===== config.mk =====
export PLATFORM = sky130hd
export DESIGN_NAME = ps2_host_tx
export DESIGN_NICKNAME = d
export VERILOG_FILES = /design/src/rtl/ps2_host_tx.sv
export SDC_FILE = /design/constraint.sdc
export NUM_CORES = 1
export LEC_CHECK = 0
export CORE_ASPECT_RATIO = 0.9
export CORE_MARGIN = 2
export CORE_UTILIZATION = 28
export CTS_BUF_LIST = sky130_fd_sc_hd__clkbuf_8 sky130_fd_sc_hd__clkbuf_16
export CTS_CLUSTER_SIZE = 14
export DETAILED_ROUTE_END_ITERATION = 16
export GPL_TIMING_DRIVEN = 1
export SETUP_SLACK_MARGIN = 0.05
export SKIP_LAST_GASP = 1
export SLEW_MARGIN = 20
export SYNTH_ARGS = -nofsm -noshare
export SYNTH_HDL_FRONTEND = slang
export SYNTH_SLANG_ARGS = --single-unit

===== constraint.sdc =====
create_clock -name clk_50mhz -period 4.35 [get_ports clk_50mhz]
set_clock_uncertainty 0.1 [all_clocks]
set_input_delay 0.87 -clock clk_50mhz [delete_from_list [all_inputs] [get_ports clk_50mhz]]
set_output_delay 0.87 -clock clk_50mhz [all_outputs]
set_load 0.03 [all_outputs]

===== src/rtl/ps2_host_tx.sv =====
// PS/2 host-to-device command transmitter: inhibit, request-to-send, 11-bit frame, ACK check.
// Optional transfer watchdog enabled by defining PS2_HOST_TX_TIMEOUT_EN.
module ps2_host_tx #(
    parameter int unsigned INHIBIT_CYCLES = 5000,
    parameter int unsigned TIMEOUT_CYCLES = 750000
) (
    input  logic       clk_50mhz,
    input  logic       reset,
    input  logic [7:0] tx_data,
    input  logic       tx_valid,
    output logic       tx_ready,
    output logic       tx_done,
    output logic       tx_err,
    input  logic       ps2c_in,
    input  logic       ps2d_in,
    output logic       ps2c_oe,
    output logic       ps2d_oe
);

    localparam logic [2:0] ST_IDLE    = 3'd0;
    localparam logic [2:0] ST_INHIBIT = 3'd1;
    localparam logic [2:0] ST_REQ     = 3'd2;
    localparam logic [2:0] ST_SHIFT   = 3'd3;
    localparam logic [2:0] ST_ACK     = 3'd4;
    localparam logic [2:0] ST_RELEASE = 3'd5;

    localparam int unsigned INH_W = $clog2(INHIBIT_CYCLES);
    localparam logic [INH_W-1:0] INH_LAST = INH_W'(INHIBIT_CYCLES - 1);
    localparam logic [INH_W-1:0] INH_DATA = INH_W'(INHIBIT_CYCLES - 2);
    localparam logic [3:0] BIT_STOP = 4'd9;

    if (INHIBIT_CYCLES < 2 || TIMEOUT_CYCLES < 2) begin : g_param_check
        $error("ps2_host_tx: INHIBIT_CYCLES and TIMEOUT_CYCLES must be >= 2");
    end

    logic [2:0]       state_q, state_d;
    logic [9:0]       frame_q, frame_d;       // {stop, parity, data}
    logic [3:0]       bit_cnt_q, bit_cnt_d;
    logic [INH_W-1:0] inh_cnt_q, inh_cnt_d;
    logic [2:0]       c_sync_q, c_sync_d;     // [0] meta, [1] synced, [2] previous synced
    logic [1:0]       d_sync_q, d_sync_d;
    logic             ps2c_oe_q, ps2c_oe_d;
    logic             ps2d_oe_q, ps2d_oe_d;
    logic             tx_ready_q, tx_ready_d;
    logic             tx_done_q, tx_done_d;
    logic             tx_err_q, tx_err_d;
    logic             c_fall_c;

`ifdef PS2_HOST_TX_TIMEOUT_EN
    localparam int unsigned WD_W = $clog2(TIMEOUT_CYCLES);
    localparam logic [WD_W-1:0] WD_LAST = WD_W'(TIMEOUT_CYCLES - 1);
    logic [WD_W-1:0] wd_cnt_q, wd_cnt_d;
`endif

    assign c_fall_c = c_sync_q[2] & ~c_sync_q[1];

    // Next-state, datapath and registered-output logic
    always_comb begin
        state_d   = state_q;
        frame_d   = frame_q;
        bit_cnt_d = bit_cnt_q;
        inh_cnt_d = inh_cnt_q;
        c_sync_d  = {c_sync_q[1:0], ps2c_in};
        d_sync_d  = {d_sync_q[0], ps2d_in};
        ps2c_oe_d = ps2c_oe_q;
        ps2d_oe_d = ps2d_oe_q;
        tx_done_d = 1'b0;
        tx_err_d  = 1'b0;

        case (state_q)
            ST_IDLE: begin
                ps2c_oe_d = 1'b0;
                ps2d_oe_d = 1'b0;
                if (tx_valid && tx_ready_q) begin
                    frame_d   = {1'b1, ~^tx_data, tx_data};
                    bit_cnt_d = 4'd0;
                    inh_cnt_d = '0;
                    ps2c_oe_d = 1'b1;
                    state_d   = ST_INHIBIT;
                end
            end
            ST_INHIBIT: begin
                inh_cnt_d = inh_cnt_q + INH_W'(1);
                // Data goes low one cycle before the clock is released
                if (inh_cnt_q == INH_DATA) begin
                    ps2d_oe_d = 1'b1;
                end
                if (inh_cnt_q == INH_LAST) begin
                    inh_cnt_d = '0;
                    ps2c_oe_d = 1'b0;
                    ps2d_oe_d = 1'b1;
                    state_d   = ST_REQ;
                end
            end
            ST_REQ: begin
                if (c_fall_c) begin
                    bit_cnt_d = 4'd0;
                    ps2d_oe_d = ~frame_q[0];
                    state_d   = ST_SHIFT;
                end
            end
            ST_SHIFT: begin
                if (c_fall_c) begin
                    bit_cnt_d = bit_cnt_q + 4'd1;
                    ps2d_oe_d = ~frame_q[bit_cnt_d];
                    if (bit_cnt_d == BIT_STOP) begin
                        state_d = ST_ACK;
                    end
                end
            end
            ST_ACK: begin
                if (c_fall_c) begin
                    bit_cnt_d = bit_cnt_q + 4'd1;
                    if (!d_sync_q[1]) begin
                        state_d = ST_RELEASE;
                    end else begin
                        tx_err_d = 1'b1;
                        state_d  = ST_IDLE;
                    end
                end
            end
            ST_RELEASE: begin
                if (c_sync_q[1] && d_sync_q[1]) begin
                    tx_done_d = 1'b1;
                    state_d   = ST_IDLE;
                end
            end
            default: begin
                ps2c_oe_d = 1'b0;
                ps2d_oe_d = 1'b0;
                state_d   = ST_IDLE;
            end
        endcase

`ifdef PS2_HOST_TX_TIMEOUT_EN
        // Watchdog runs from the first request cycle until the bus returns to idle
        wd_cnt_d = '0;
        if (state_q != ST_IDLE && state_q != ST_INHIBIT) begin
            wd_cnt_d = wd_cnt_q + WD_W'(1);
            if (wd_cnt_q == WD_LAST && !tx_done_d) begin
                wd_cnt_d  = '0;
                ps2c_oe_d = 1'b0;
                ps2d_oe_d = 1'b0;
                tx_err_d  = 1'b1;
                state_d   = ST_IDLE;
            end
        end
`endif

        tx_ready_d = (state_d == ST_IDLE);
    end

    always_ff @(posedge clk_50mhz) begin
        if (reset) begin
            state_q    <= ST_IDLE;
            frame_q    <= '0;
            bit_cnt_q  <= '0;
            inh_cnt_q  <= '0;
            c_sync_q   <= '1;
            d_sync_q   <= '1;
            ps2c_oe_q  <= 1'b0;
            ps2d_oe_q  <= 1'b0;
            tx_ready_q <= 1'b1;
            tx_done_q  <= 1'b0;
            tx_err_q   <= 1'b0;
`ifdef PS2_HOST_TX_TIMEOUT_EN
            wd_cnt_q   <= '0;
`endif
        end else begin
            state_q    <= state_d;
            frame_q    <= frame_d;
            bit_cnt_q  <= bit_cnt_d;
            inh_cnt_q  <= inh_cnt_d;
            c_sync_q   <= c_sync_d;
            d_sync_q   <= d_sync_d;
            ps2c_oe_q  <= ps2c_oe_d;
            ps2d_oe_q  <= ps2d_oe_d;
            tx_ready_q <= tx_ready_d;
            tx_done_q  <= tx_done_d;
            tx_err_q   <= tx_err_d;
`ifdef PS2_HOST_TX_TIMEOUT_EN
            wd_cnt_q   <= wd_cnt_d;
`endif
        end
    end

    assign tx_ready = tx_ready_q;
    assign tx_done  = tx_done_q;
    assign tx_err   = tx_err_q;
    assign ps2c_oe  = ps2c_oe_q;
    assign ps2d_oe  = ps2d_oe_q;

endmodule


======== Word-level counts from Yosys, hierarchy flattened ========
Index checks and enable logic that the tools add are counted.
operators by class
  bitwise operators ....................... 9
  $lt $le $gt $ge ......................... 1
  reductions and logical operators ........ 17
  add/subtract/negate cells ............... 2
  muxes and demuxes ....................... 28
  equal/unequal tests ..................... 14
operators with widths
  kind                                                                    number
  13-bit equality test (second input constant)                            2
  13-bit 2-to-1 mux                                                       2
  13-bit case mux with 2 select lines                                     1
  3-bit 2-to-1 mux                                                        8
  3-bit case mux with 6 select lines                                      1
  13-bit by 1-bit adder with 13-bit output (second input constant)        1
  4-bit 2-to-1 mux                                                        3
  4-bit case mux with 3 select lines                                      1
  1-bit 2-to-1 mux                                                        9
  2-bit inequality test (second input constant)                           4
  1-bit NOT                                                               8
  4-bit AND reduction                                                     2
  8-bit XNOR reduction                                                    1
  3-bit by 2-bit equality test with 1-bit output (second input constant)  2
  3-bit equality test (second input constant)                             2
  3-bit logical NOT                                                       2
  2-bit AND reduction                                                     3
  2-bit OR reduction                                                      3
  4-bit by 5-bit < comparator with 1-bit output (second input constant)   1
  4-bit by 1-bit adder with 4-bit output (second input constant)          1
  1-bit binary-select mux with 4-bit select                               1
  4-bit equality test (second input constant)                             1
  1-bit case mux with 4 select lines                                      1
  4-bit OR reduction                                                      1
  9 further kinds                                                         10
storage, ports and cells
  logic and storage cells ................. 82
  flip-flop bits (word level) ............. 40
  input port bits ......................... 13

======== Longest topological paths before layout ========
Gate-level depths: netlist of run 1.
  word-level depth ........................ 6
  mapped depth ............................ 8
  gate-level depth less buffers ........... 7

======== Worst setup path before layout of run 1 ========
No wires, ideal clock.
  path kind ............................... input port to flip-flop
  start point ............................. input tx_valid
  end point ............................... register inh_cnt_q[2]
  slack ................................... 2.263 ns
  cell stages on the path ................. 5
  data arrival time ....................... 1.859 ns
  buffers on the path ..................... 0
  library setup time ...................... 0.128 ns
  cell sequence ........................... a21oi_1 > nor3_1 > o21ai_0 > a21oi_1 > nor2_1
between the ends
  cells in the longest elaborated chain, start to end .. 3
ends and longest elaborated chain
  item                                    RTL line  source
  start, declared                         10        input logic tx_valid,
  1-bit logical AND                       74        if (tx_valid && tx_ready_q) begin
  2-bit inequality test (no source line)  -
  2-bit AND reduction (no source line)    -
  end signal, assigned                    173       inh_cnt_q <= inh_cnt_d;
  end, declared                           39        logic [INH_W-1:0] inh_cnt_q, inh_cnt_d;
No other way between the ends.
A chain may end at the register's enable or synchronous reset.

======== Worst setup path in the final report of run 1 ========
  start point ............................. input tx_valid
  end point ............................... register bit_cnt_q[2]
between the ends
  cells in the longest elaborated chain, start to end .. 3
ends and longest elaborated chain
  item                                    RTL line  source
  1-bit logical AND                       74
  2-bit inequality test (no source line)  -
  4-bit AND reduction (no source line)    -
  end signal, assigned                    172       bit_cnt_q <= bit_cnt_d;
  end, declared                           38        logic [3:0] bit_cnt_q, bit_cnt_d;
No other way between the ends.

==> results of run 1 <==
## flip-flops by register name, summed over array words and instances, names as in the netlist
register	cells
bit_cnt_q	4
c_sync_q	3
d_sync_q	2
frame_q	10
inh_cnt_q	13
ps2c_oe	1
ps2d_oe	1
state_q	3
tx_done	1
tx_err	1
tx_ready	1
## worst max-delay path by stage
| stage | cells after the start | slack [ns] | endpoint |
|---|---|---|---|
| 2_1_floorplan | 5 | 2.26 | inh_cnt_q[2] |
| 3_3_place_gp | 5 | 1.62 | bit_cnt_q[2] |
| 3_5_place_dp | 5 | 1.62 | bit_cnt_q[2] |
| 4_1_cts | 5 | 1.92 | bit_cnt_q[2] |
| 5_1_grt | 5 | 1.72 | inh_cnt_q[5] |
| 6_report | 5 | 1.93 | bit_cnt_q[2] |
## logic make-up after synthesis
logic type | Yosys count | synth area share
simple gates | 91 | 0.236
compound gates | 59 | 0.184
flops | 40 | 0.399
buf+inv | 18 | 0.0399
mux | 14 | 0.0767
xor+xnor | 9 | 0.0393
fa+ha+maj | 4 | 0.0250
## power by group
group          total (uW)  leakage, uW  switching, uW  internal (uW)
combinational         107     0.000411           57.0           50.0
clock                 231    0.0000452            124            107
sequential            393     0.000326           11.9            381
total                 730     0.000782            193            538
## cell type report
| cell class | count | area, um^2 |
|---|---|---|
| tap | 93 | 116 |
| clock inverter | 2 | 8.76 |
| sequential | 40 | 801 |
| multi-input combinational | 177 | 1120 |
| clock buffer | 5 | 68.8 |
| fill | 716 | 4680 |
| timing repair buffer | 19 | 185 |
| inverter | 5 | 18.8 |
## stage by stage
| step | instance area, um^2 | worst slack (ns) | instances |
|---|---|---|---|
| after floorplan | 2010 | 2.26 | 235 |
| after global placement | 2250 | 1.62 | 334 |
| after detailed placement | 2250 | 1.62 | 334 |
| after CTS | 2320 | 1.92 | 341 |
| after global routing | 2320 | 1.72 | 341 |
| final | 2320 | 1.93 | 341 |
## layout by cell type (no fill, tap or decap), types with 3 or more instances in the layout
master	instances
clkbuf_8	5
nand2_1	15
a21oi_1	19
nand3_1	7
inv_1	6
o21ai_0	14
or2_2	5
nor3_1	6
nor2b_1	3
a311oi_1	10
mux2i_1	12
ha_1	4
nor4b_1	3
a31oi_1	5
nor2_1	31
dfxtp_1	40
clkdlybuf4s50_1	17
nand2b_1	5
xnor2_1	8
## routing by layer
layer  global-route usage  vias to the layer above  wire, um
li1                     -                      877         -
met2                0.161                       35      1790
met5                    0                        -         0
met4               0.0241                        0        23
met1                0.172                      792      2280
met3               0.0386                        2       199
==> key figures, run 1 <==
Run status
  – Status: completed

Setup path
  – CP Data Required Time: 4.41 ns
  – Critical-path cell list: clkdlybuf4s50_1 > and4_1 > a21oi_1 > o21ai_0 > a21oi_1
  – FF-to-FF setup slack: 1.97 ns
  – Critical path's largest stage delay: 0.65 ns
  – Crit path launch: tx_valid
  – Most used cell, CP: a21oi_1
  – CP Max Fanout: 13
  – CP startpoint kind: primary input
  – Crit path kind: primary input to flip-flop
  – RR Endpoint: inh_cnt_q[5]
  – Crit path buffers/inverters: 1
  – Crit path DAT: 2.48 ns
  – Critical-path top delay cell: and4_1
  – Largest delay share family, worst path: simple AND/OR/NAND/NOR gates
  – RR Startpoint: inh_cnt_q[0]
  – R2R cell count: 6
  – CP Capture Type: flip-flop

Routing
  – Drt total wl: 4.29 mm
  – First-pass DRT Iterations: 4
  – Vias: 1706
  – Routed wire per std cell: 12.6 um
  – DRC: 0
  – Remaining antenna violation count: 0
  – Initial DRC Count: 107
  – Vias/cell: 5.00

Timing
  – Rel. slew slack: 0.497
  – F_max: 413 MHz
  – Unrepaired setup endpoints after global routing: false
  – Min Tclk post-route: 2.42 ns
  – Part of the cycle the worst path needs: 0.557
  – Worst-Margin Slew: 0.752 ns
  – Fin. Hold Viols: 0
  – Setup TNS: 0 ns
  – # setup viols final: 0
  – Worst Hold Slack: 0.313 ns
  – Slew Limit Fails: 0

Power and ir drop
  – Total chip power: 730 uW
  – Peak VDD IR: 0.105 mV
  – Leakage: 0.000782 uW
  – Power Dens Cells: 314 mW/mm^2

Worst hold path
  – Hold Path Cell Cnt: 1
  – Hold endpoint: c_sync_q[1]
  – Worst Hold Class: flip-flop to flip-flop
  – Worst Hold Launch: c_sync_q[0]

Finish
  – Core Util, Final: 0.332
  – Share of cells above drive strength 1: 0.0766
  – Synth-to-Final Area Change: 15.8%
  – Ant. Diodes: 0
  – Final net count: 265

Clock network
  – CTS tree: yes
  – CTS Buffer Depth: 2
  – CTS buffer count: 5
  – Post-CTS resize count: 0
  – Clock Latency Late Sink: 0.29 ns
  – Total clock sinks: 40
  – Number of buffers inserted by hold repair at cts: 0
  – Worst-path clk slew: 0.08 ns
  – Htree depth: 2
  – Clock root buffer: clkbuf_8
  – Post-CTS setup buffers: 0

Placement
  – DP HPWL: 2.98 mm
  – Routability cong.: 0.799
  – IO Port Bufs: 17

Logic synthesis
  – Cell taking the most area after synthesis: dfxtp_1
  – Synth Instances: 235
  – Distinct cells, synth: 42
  – Top post-synthesis cells by area: dfxtp_1, mux2i_1, nor2_1
  – Post-synthesis sequential area ratio: 0.399
  – Post-synth top area share: 0.399
  – Post-Syn Area: 0.00201 mm^2
  – Most frequent cell after synthesis: dfxtp_1
  – Predominant post-synthesis flop cell: dfxtp_1
  – Synth async-reset ratio: 0
  – Yosys warnings: 0
  – Avg Cell Area, Syn: 8.53 um^2
  – Synth Net Count: 252
  – Number of synthesized register bits: 40
  – List of most frequent post-synthesis cells: dfxtp_1, nor2_1, a21oi_1
  – Number of synthesized flops with an enable pin: 0

Global routing
  – Gr ovfl total: 0
  – Vias in the first global route: 1508
  – Initial antenna violation count: 0
  – GRT Util Overall: 0.115
  – First-pass GRT wire length: 7.31 mm
  – Largest net degree at the start of global routing: 40

Floorplan
  – Die H: 84.3 um
  – Die area: 0.00786 mm^2
  – Ports: 18
  – Rows: 29
  – Core area: 0.00700 mm^2
  – Initial Util: 0.286
  – Die Wd: 93.2 um

Flow run
  – Max-Cap Viols: 0
Note: power is estimated with default switching activity, not from simulation.
==> run 2, diff against run 1 <==
clock period = 2.2 ns   (was 4.35 ns; I/O delays follow)
==> run 2 against run 1 <==
Register-to-register slack worse by 1.8 ns. Global-route usage increased by 0.35 points. Critical path type is now flip-flop to flip-flop. Highest routed layer unchanged. Critical endpoint is now inh_cnt_q[12]. Sequential share of layout area shrank 1.2 points.
==> key figures, run 2 (synthesis results as in run 1) <==
Timing
  – # setup viols final: 0
  – Fin. Hold Viols: 0
  – Slew Limit Fails: 0
  – F_max: 490 MHz
  – Rel. slew slack: 0.658
  – Part of the cycle the worst path needs: 0.928
  – Worst Hold Slack: 0.314 ns
  – Unrepaired setup endpoints after global routing: false
  – Worst-Margin Slew: 0.512 ns
  – Min Tclk post-route: 2.04 ns
  – Setup TNS: 0 ns

Setup path
  – CP Data Required Time: 2.32 ns
  – Critical-path top delay cell: or4b_1
  – RR Startpoint: inh_cnt_q[0]
  – CP Capture Type: flip-flop
  – Critical path's largest stage delay: 0.49 ns
  – FF-to-FF setup slack: 0.16 ns
  – Largest delay share family, worst path: simple AND/OR/NAND/NOR gates
  – Crit path DAT: 2.16 ns
  – CP Max Fanout: 9
  – Crit path buffers/inverters: 0
  – CP startpoint kind: flip-flop
  – Crit path kind: flip-flop to flip-flop
  – RR Endpoint: inh_cnt_q[12]
  – Critical-path cell list: ha_1 > nor3b_1 > and4_2 > or2_4 > or4b_1 > o21ai_0
  – R2R cell count: 6

Placement
  – Placed Instance Area: 0.00231 mm^2
  – IO Port Bufs: 17
  – DP HPWL: 3.13 mm
  – Routability cong.: 0.851
  – Cells after DPL: 343

Floorplan
  – Core area: 0.00700 mm^2
  – Rows: 29
  – Die Wd: 93.2 um
  – Die area: 0.00786 mm^2
  – Die H: 84.3 um
  – Initial Util: 0.286
  – Ports: 18

Clock network
  – Total clock sinks: 40
  – CTS Buffer Depth: 2
  – Clock Latency Late Sink: 0.29 ns
  – Worst-path clk slew: 0.08 ns
  – CTS buffer count: 5
  – Clock root buffer: clkbuf_8
  – Post-CTS setup buffers: 0
  – Number of buffers inserted by hold repair at cts: 0
  – CTS tree: yes
  – Htree depth: 2

Finish
  – Layout Cells excl Fill: 351
  – Biggest register: inh_cnt_q
  – Final net count: 274
  – Most frequent cells in the layout: dfxtp_1, nor2_1, a21oi_1
  – Finished Cell Area: 0.00240 mm^2
  – Max FFs per register: 13
  – Ant. Diodes: 0
  – Synth-to-Final Area Change: 19.9%
  – Share of cells above drive strength 1: 0.112
  – Top Registers: inh_cnt_q x13, frame_q x10, bit_cnt_q x4
  – Fill count: 722
  – Commonest non-fill, non-tap cell in the layout: dfxtp_1
  – Register Area: 801 um^2
  – Area taken by multi-input logic gates: 0.00113 mm^2

Routing
  – First-pass DRT Iterations: 4
  – Routed wire per std cell: 12.3 um
  – Met3 WL: 192 um
  – Met2 routed WL: 1.78 mm
  – Initial DRC Count: 92
  – DRC: 0
  – Top routing layer in use: met4
  – Vias/cell: 4.93
  – Met1 WL: 2.30 mm
  – Drt total wl: 4.32 mm
  – Vias: 1732
  – Remaining antenna violation count: 0

Global routing
  – First-pass GRT wire length: 7.62 mm
  – Gr ovfl total: 0
  – GRT Util Overall: 0.119
  – Initial antenna violation count: 0
  – Largest net degree at the start of global routing: 21
  – Vias in the first global route: 1579

Worst hold path
  – Worst Hold Class: flip-flop to flip-flop
  – Hold Path Cell Cnt: 1
  – Worst Hold Launch: c_sync_q[0]
  – Hold endpoint: c_sync_q[1]

Run status
  – Status: completed

Flow run
  – Max-Cap Viols: 0

Power and ir drop
  – Power Dens Cells: 619 mW/mm^2
  – Peak VDD IR: 0.261 mV
  – Leakage: 0.000836 uW
  – Total chip power: 1490 uW
-- run 2: cell types whose count changed in the layout (fill, tap and decap cells not counted), sizes merged --
cell and delta:
clkinv -1, buf +9, inv +1, clkbuf +1
-- run 2: worst register-to-register path: cells and delay by family, from the launching register on --
family,cells,cell delay (ns)
fa+ha+maj,1,0.26
flops,1,0.36
compound gates,1,0.08
simple gates,4,1.19
-- run 2: power by group --
| part | switching, uW | leakage, uW | total (uW) | internal [uW] |
|---|---|---|---|---|
| combinational | 115 | 0.000456 | 224 | 109 |
| clock | 242 | 0.0000538 | 489 | 247 |
| sequential | 23.4 | 0.000326 | 776 | 753 |
-- run 2: final cells by class --
cell class / count / area share
multi-input cells: 177 / 0.468
flip-flops and latches: 40 / 0.333
repair buffers: 28 / 0.105
well taps: 93 / 0.0484
clock buffers: 6 / 0.0343
inverters: 5 / 0.00780
clock inverters: 2 / 0.00312
-- run 2: per-layer routing --
metal | track usage | vias up
li1 | - | 888
met1 | 0.172 | 808
met2 | 0.172 | 32
met3 | 0.0341 | 4
met4 | 0.0321 | 0
met5 | 0 | -
-- run 2: worst max-delay path by stage --
| stage | slack, ns | end | cells after the start | start |
|---|---|---|---|---|
| global route | 0.06 | inh_cnt_q[12] | 6 | inh_cnt_q[0] |
| CTS | 0.14 | inh_cnt_q[12] | 6 | inh_cnt_q[0] |
| detailed placement | 0.14 | inh_cnt_q[12] | 6 | inh_cnt_q[0] |
| floorplan | 0.16 | ps2d_oe | 7 | bit_cnt_q[0] |
| finish | 0.16 | inh_cnt_q[12] | 6 | inh_cnt_q[0] |
| global placement | 0.18 | inh_cnt_q[12] | 6 | inh_cnt_q[0] |
-- run 2: through the flow --
stage | utilization | worst slack, ns
4_1_cts | 0.343 | 0.142
2_1_floorplan | - | 0.162
6_report | 0.343 | 0.159
3_3_place_gp | 0.330 | 0.182
3_5_place_dp | 0.330 | 0.137
5_1_grt | 0.343 | 0.0648
-- run 2: timing repair --
item / CTS / global route
endpoints found under the setup margin: 0 / 1
gates resized for setup: 0 / 1
endpoints found under the hold margin: 0 / 0
